**config.mk**
```make
export PLATFORM = sky130hd
export DESIGN_NAME = decode_queue
export DESIGN_NICKNAME = d
export VERILOG_FILES = /design/src/rtl/decode_queue_pkg.sv /design/src/rtl/decode_queue_fields.sv /design/src/rtl/decode_queue.sv
export SDC_FILE = /design/constraint.sdc
export NUM_CORES = 1
export LEC_CHECK = 0
export CORE_AREA = 3 3 161 163
export DETAILED_ROUTE_END_ITERATION = 6
export DIE_AREA = 0 0 164 166
export GPL_TIMING_DRIVEN = 0
export PLACE_DENSITY = 0.78
export SYNTH_ARGS = -nofsm -noshare
export SYNTH_HDL_FRONTEND = slang
export SYNTH_SLANG_ARGS = --single-unit
export TNS_END_PERCENT = 5
```
**constraint.sdc**
```tcl
create_clock -name clock -period 7.8 [get_ports clock]
set_input_delay 0.78 -clock clock [delete_from_list [all_inputs] [get_ports clock]]
set_output_delay 0.78 -clock clock [all_outputs]
set_load 0.01 [all_outputs]
```
**src/rtl/decode_queue_pkg.sv**
```systemverilog
// decode_queue_pkg: shared register, adjustment-op and PC-index definitions
// for the decode stage and its field decoder.
package decode_queue_pkg;
  localparam int XLEN_DEFAULT = 32;
  typedef logic [4:0] regind_t;
  typedef logic [XLEN_DEFAULT-1:0] regval_t;
  typedef enum logic [2:0] {
    ADJ_ADD = 3'd0,
    ADJ_LSL = 3'd1,
    ADJ_LSR = 3'd2,
    ADJ_ASR = 3'd3,
    ADJ_ROR = 3'd4
  } adj_op_e;
  localparam regind_t PC_INDEX = 5'd31;
  // Instruction shift field [5:4] maps onto the codes following Add
  function automatic adj_op_e shift_op(input logic [1:0] s);
    return adj_op_e'({1'b0, s} + 3'd1);
  endfunction
endpackage

```
**src/rtl/decode_queue_fields.sv**
```systemverilog
// decode_fields: combinational split of a 32-bit instruction into read-stage
// controls, including the CNVZ predicate evaluated against live flags.
module decode_fields
  import decode_queue_pkg::*;
#(
  parameter int XLEN = 32
) (
  input  logic [31:0]     i_instr,
  input  logic [3:0]      i_flags,
  output logic            o_live,
  output logic [3:0]      o_op,
  output regind_t         o_dst,
  output logic            o_dst_mem,
  output logic            o_right_mem,
  output regind_t         o_left,
  output regind_t         o_right,
  output logic [XLEN-1:0] o_adj,
  output adj_op_e         o_adj_op
);
  logic w_reg, w_ind, w_mem;
  assign w_reg = i_instr[17];
  assign w_ind = i_instr[11];
  assign w_mem = i_instr[10];
  assign o_live = i_instr[31] == |(i_instr[30:27] & i_flags);
  assign o_op = i_instr[26:23];
  assign o_dst = i_instr[22:18];
  assign o_dst_mem = w_reg & w_ind & w_mem;
  assign o_right_mem = w_reg & w_ind & !w_mem;
  assign o_left = !w_reg ? '0 : !w_ind ? i_instr[16:12] : w_mem ? '0 : i_instr[22:18];
  assign o_right = !w_reg ? '0 : !w_ind ? i_instr[10:6] : i_instr[16:12];
  assign o_adj = !w_reg ? {{(XLEN-17){i_instr[16]}}, i_instr[16:0]}
               : !w_ind ? {{(XLEN-4){1'b0}}, i_instr[3:0]}
               : {{(XLEN-10){i_instr[9]}}, i_instr[9:0]};
  assign o_adj_op = (w_reg & !w_ind) ? shift_op(i_instr[5:4]) : ADJ_ADD;
endmodule

```
**src/rtl/decode_queue.sv**
```systemverilog
// decode_queue: fetch-side instruction queue feeding a registered decode stage,
// with empty-queue bypass, PC-write squash and external flush.
module decode_queue
  import decode_queue_pkg::*;
#(
  parameter int XLEN  = 32,
  parameter int DEPTH = 4
) (
  input  logic            clock,
  input  logic            reset_n,
  input  logic            in_valid,
  output logic            in_ready,
  input  logic [XLEN-1:0] in_pc,
  input  logic [31:0]     in_instruction,
  input  logic [3:0]      flags,
  input  logic            flush,
  input  logic            out_hold,
  output logic            out_valid,
  output logic [XLEN-1:0] out_pc,
  output logic [3:0]      out_operation,
  output logic [4:0]      out_destination,
  output logic            out_destination_is_memory,
  output logic            out_right_is_memory,
  output logic [4:0]      out_left_register,
  output logic [4:0]      out_right_register,
  output logic [XLEN-1:0] out_adjustment,
  output logic [2:0]      out_adjustment_operation,
  output logic            out_has_flushed,
  output logic            pc_changing
);
  localparam int AW = $clog2(DEPTH);
  logic [XLEN+31:0] r_mem [DEPTH];
  logic [AW-1:0] r_head, r_tail;
  logic [AW:0] r_count;
  logic w_empty, w_issue, w_bypass, w_pop, w_push;
  logic [XLEN-1:0] w_pc;
  logic [31:0] w_instr;
  logic w_live, w_dst_mem, w_right_mem;
  logic [3:0] w_op;
  regind_t w_dst, w_left, w_right;
  logic [XLEN-1:0] w_adj;
  adj_op_e w_adj_op;
  // DEPTH is a power of two, so the count reaches DEPTH exactly when its top bit sets
  assign in_ready = !r_count[AW];
  assign w_empty = r_count == '0;
  assign w_issue = !flush & !out_hold & (!w_empty | in_valid);
  assign w_bypass = w_issue & w_empty;
  assign w_pop = w_issue & !w_empty;
  assign {w_pc, w_instr} = w_empty ? {in_pc, in_instruction} : r_mem[r_head];
  assign pc_changing = w_issue & w_live & !w_dst_mem & (w_dst == PC_INDEX);
  assign w_push = in_valid & in_ready & !w_bypass & !flush & !pc_changing;
  decode_fields #(.XLEN(XLEN)) u_fields (
    .i_instr(w_instr), .i_flags(flags), .o_live(w_live), .o_op(w_op), .o_dst(w_dst),
    .o_dst_mem(w_dst_mem), .o_right_mem(w_right_mem), .o_left(w_left),
    .o_right(w_right), .o_adj(w_adj), .o_adj_op(w_adj_op)
  );
  always_ff @(posedge clock)
    if (w_push) r_mem[r_tail] <= {in_pc, in_instruction};
  always_ff @(posedge clock or negedge reset_n) begin
    if (!reset_n) begin
      r_head <= '0;
      r_tail <= '0;
      r_count <= '0;
    end else if (flush | pc_changing) begin
      r_head <= r_tail;
      r_count <= '0;
    end else begin
      r_head <= r_head + AW'(w_pop);
      r_tail <= r_tail + AW'(w_push);
      r_count <= r_count + (AW+1)'(w_push) - (AW+1)'(w_pop);
    end
  end
  always_ff @(posedge clock or negedge reset_n) begin
    if (!reset_n) begin
      out_valid <= 1'b0;
      out_pc <= '0;
      out_operation <= '0;
      out_destination <= '0;
      out_destination_is_memory <= 1'b0;
      out_right_is_memory <= 1'b0;
      out_left_register <= '0;
      out_right_register <= '0;
      out_adjustment <= '0;
      out_adjustment_operation <= '0;
      out_has_flushed <= 1'b0;
    end else if (flush) begin
      out_valid <= 1'b0;
      out_has_flushed <= 1'b0;
    end else if (w_issue) begin
      out_valid <= w_live;
      out_pc <= w_pc;
      out_operation <= w_op;
      out_destination <= w_dst;
      out_destination_is_memory <= w_dst_mem;
      out_right_is_memory <= w_right_mem;
      out_left_register <= w_left;
      out_right_register <= w_right;
      out_adjustment <= w_adj;
      out_adjustment_operation <= w_adj_op;
      out_has_flushed <= pc_changing;
    end
  end
endmodule

```
==> summary.md <==
| Metric | Value |
|---|---|
| Reg-to-reg critical path startpoint | `r_head[1]` |
| Number of antenna violations at the first check in global routing | `0` |
| DRC violation total after the first TritonRoute iteration | `between 700 and 800` |
| Arrival time at the worst endpoint | `3.55 ns` |
| Capturing element type of the critical path | `output pin` |
| Number of I/O port buffers | `163` |
| Share of final-layout standard cells stronger than drive strength 1 | `18.5%` |
| Delay of the slowest cell on the worst path | `between 0.6 and 0.7 ns` |
| Number of gates resized after CTS | `0` |
| Async set or reset register ratio after synthesis | `24.3%` |
| Total power density per cell area | `369 mW/mm²` |
| CTS H-tree lvls | `2` |
| Total routing usage reported by global routing | `23.1%` |
| Number of diodes | `0` |
| Peak supply drop | `0.241 mV` |
| HPWL after detailed placement | `20500 µm` |
| Primary FF master, synth | `sky130_fd_sc_hd__edfxtp_1` |
| Number of rows in the core area | `57` |
| Post-Synthesis Cells | `762` |
| Leading cell types in the layout, fill and taps excluded | `sky130_fd_sc_hd__edfxtp_1, sky130_fd_sc_hd__clkdlybuf4s50_1, sky130_fd_sc_hd__dfrtp_1` |
| Clock root buffer | `sky130_fd_sc_hd__clkbuf_16` |
| Number of sinks on the clock net | `338` |
| Clock-pin slew on the worst setup and hold paths | `0.06 ns` |
| Worst setup path class | `reg2out` |
| Horizontal die dimension | `164 µm` |
| Synth unique cells | `55` |
| Mean area per synthesized cell | `around 18 µm²` |
| Initial cell density of the core | `54.8%` |
| Worst reg2reg path endpoint | `r_count[2]` |
| Number of flops mapped to enable cells by yosys | `256` |
| Remaining design rule violation count | `0` |
| Layout overhead on the synthesized area | `26.2%` |
| Clk Latency, worst-skew pair | `a little over 0.5 ns` |
| Post-synthesis sequential element count | `338` |
| Post-CTS repair timing setup buffer count | `0` |
| Remaining number of nets flagged by the antenna check after routing | `0` |
| Die extent in y | `between 150 and 200 µm` |
| Clock tree from TritonCTS | `done` |
| Share of the synthesized area in the top cell type | `57.3%` |
| Count of hold-fix buffers inserted at cts | `0` |
| Minimum clock period | `4.33 ns` |
| CP Data Required Time | `7.02 ns` |
| Leakage power total | `~6.1 nW` |
| Commonest non-fill, non-tap cell in the layout | `sky130_fd_sc_hd__edfxtp_1` |
| Tightest hold margin | `0.255 ns` |
| Router iterations before antenna repair | `5` |
| Syn Nets | `841` |
| Tightest slew margin relative to the limit | `9.67%` |
| Detailed-route wire length per cell | `23.1 µm` |
| Yosys warning count | `0` |
| Number of fill cells in the layout | `1625` |
| Reg-to-reg setup timing slack | `3.85 ns` |
| Crit share post-route | `55.5%` |
| Ratio of routed vias to standard cells | `5.87` |
| Number of buffers inserted during clock tree synthesis | `36` |
| Nature of the critical path startpoint | `register` |
| Actual slew at the worst max-slew pin | `around 1.3 ns` |
| Final Hold Vio Count | `0` |
| Post-Route WL | `30900 µm` |
| Placeable core area | `0.0245 mm²` |
| Run status | `completed` |
| Final core utilization | `69.2%` |
| Die Outline Area | `0.0272 mm²` |
| Critical path, cell by cell | `clkbuf_1, mux4_2, mux2i_1, nor2_1, nand2_1, nor4_4, clkdlybuf4s50_1` |
| Buffer levels on the longest clock path | `3` |
| Number of top-level design ports | `about 170` |
| Number of endpoints failing setup at the final stage | `0` |
| Final net count | `1067` |
| Congestion Overflow GR | `0` |
| RePlAce Congestion | `0.826` |
| Sequential fraction of the synthesis area | `72.6%` |
| Footprint of the multi-input gates | `0.00335 mm²` |
| Leading post-synthesis cells by cell area | `sky130_fd_sc_hd__edfxtp_1, sky130_fd_sc_hd__dfrtp_1, sky130_fd_sc_hd__mux4_2` |
| First-pass GRT wire length | `just under 50000 µm` |
| Synth Cell Area | `0.0134 mm²` |
| Cell taking the most area after synthesis | `sky130_fd_sc_hd__edfxtp_1` |
| Sequential Area | `about 0.0097 mm²` |
| Largest fanout on the critical path | `10` |
| Critical Path Slowest Stage Cell | `sky130_fd_sc_hd__clkdlybuf4s50_1` |
| Unrepaired setup endpoints after global routing | `false` |
| Worst hold path type | `in2async` |
| Worst r2r path cells | `15` |
| Final slew viol count | `0` |
| Via count of the first global-routing pass | `8326` |
| Max-cap violations | `0` |
| Maximum number of pins on one net before global-route repair | `53` |
| Max Fclk | `around 230 MHz` |
| Worst clock skew on the final layout | `0.0171 ns` |
| Routed vias | `just under 8000` |
## cells by family after synthesis
logic type / count (synthesis) / share of synthesized area, %
flops: 338 / 72.6
simple gates: 158 / 5.77
compound gates: 106 / 5.81
mux: 83 / 12.4
buf+inv: 67 / 2.54
fa+ha+maj: 6 / 0.616
xor+xnor: 4 / 0.261
## area by class of cell
type,count,share of cell area [%]
clock buffer,53,6.35
inverter,9,0.199
sequential,338,57.5
timing repair buffer,188,11.5
multi-input combinational,357,19.8
buffer,58,1.81
tap,324,2.39
clock inverter,11,0.465
## synthesized netlist by cell type, types with 4 or more instances
master and instances:
sky130_fd_sc_hd__clkbuf_1 25, sky130_fd_sc_hd__a22oi_1 42, sky130_fd_sc_hd__edfxtp_1 256, sky130_fd_sc_hd__nor3_1 13, sky130_fd_sc_hd__o211ai_1 6, sky130_fd_sc_hd__a22o_1 7
sky130_fd_sc_hd__nand2_1 70, sky130_fd_sc_hd__nand3_1 45, sky130_fd_sc_hd__and3_1 5, sky130_fd_sc_hd__ha_1 5, sky130_fd_sc_hd__mux4_2 60, sky130_fd_sc_hd__mux2i_1 15
sky130_fd_sc_hd__dfrtp_1 82, sky130_fd_sc_hd__o21a_1 7, sky130_fd_sc_hd__buf_2 11, sky130_fd_sc_hd__o21ai_0 18, sky130_fd_sc_hd__mux4_1 4, sky130_fd_sc_hd__nor2_1 7
sky130_fd_sc_hd__buf_4 15, sky130_fd_sc_hd__buf_1 5, sky130_fd_sc_hd__a21oi_1 9, sky130_fd_sc_hd__inv_1 9
## state kept, by name, summed over array words and instances (netlist names), 2 cells and up
signal                    cells
out_operation                 4
out_pc                       32
r_tail                        2
out_left_register             5
r_head                        2
out_adjustment               17
r_count                       3
r_mem                       256
out_right_register            5
out_destination               5
out_adjustment_operation      3
## worst max path at each step
stage	startpoint	to	slack [ns]	depth (start not counted)
final	r_head[1]	pc_changing	3.47	7
after global routing	r_head[1]	pc_changing	3.32	7
after CTS	r_head[1]	pc_changing	3.49	7
after detailed placement	out_hold	r_count[2]	3.27	11
after global placement	in_instruction[27]	r_mem[2][2]	-2.93	7
after floorplan	r_head[0]	r_mem[1][0]	1.22	8
## where the power goes
part	switching (W)	internal, W	leakage, nW	total (W)
registers	0.000187	0.00227	3.35	0.00246
logic	0.00106	0.00109	2.20	0.00215
clock network	0.000657	0.000986	0.571	0.00164
total	0.00191	0.00435	6.12	0.00626
## critical path, delay by kind of cell (launching register included)
| kind | cells | cell delay, ns |
|---|---|---|
| flops | 1 | 0.36 |
| simple gates | 3 | 0.98 |
| mux | 2 | 0.45 |
| buf+inv | 2 | 1.25 |
## stage by stage
| stage | power (W) | setup slack (ns) | cells | area, µm² | setup TNS (ns) |
|---|---|---|---|---|---|
| global route | 0.00657 | 3.32 | 1338 | 16900 | 0 |
| finish | 0.00626 | 3.47 | 1338 | 16900 | 0 |
| CTS | 0.00631 | 3.49 | 1338 | 16900 | 0 |
| detailed placement | 0.00465 | 3.27 | 1274 | 15800 | 0 |
| floorplan | 0.00372 | 1.22 | 762 | 13400 | 0 |
| global placement | 0.00459 | -2.93 | 1249 | 15500 | -556.38 |
## metal layers
layer / part of all wire (%) / GRT usage (%) / wire length [µm] / vias to the layer above
met5: 0 / 0 / 0 / -
met4: 2.0 / 5.66 / 617 / 0
met3: 7.8 / 5.09 / 2420 / 49
met2: 49 / 37.7 / 15300 / 327
met1: 41 / 32.2 / 12600 / 4007
li1: - / - / - / 3473
Note: power is estimated with default switching activity, not from simulation.
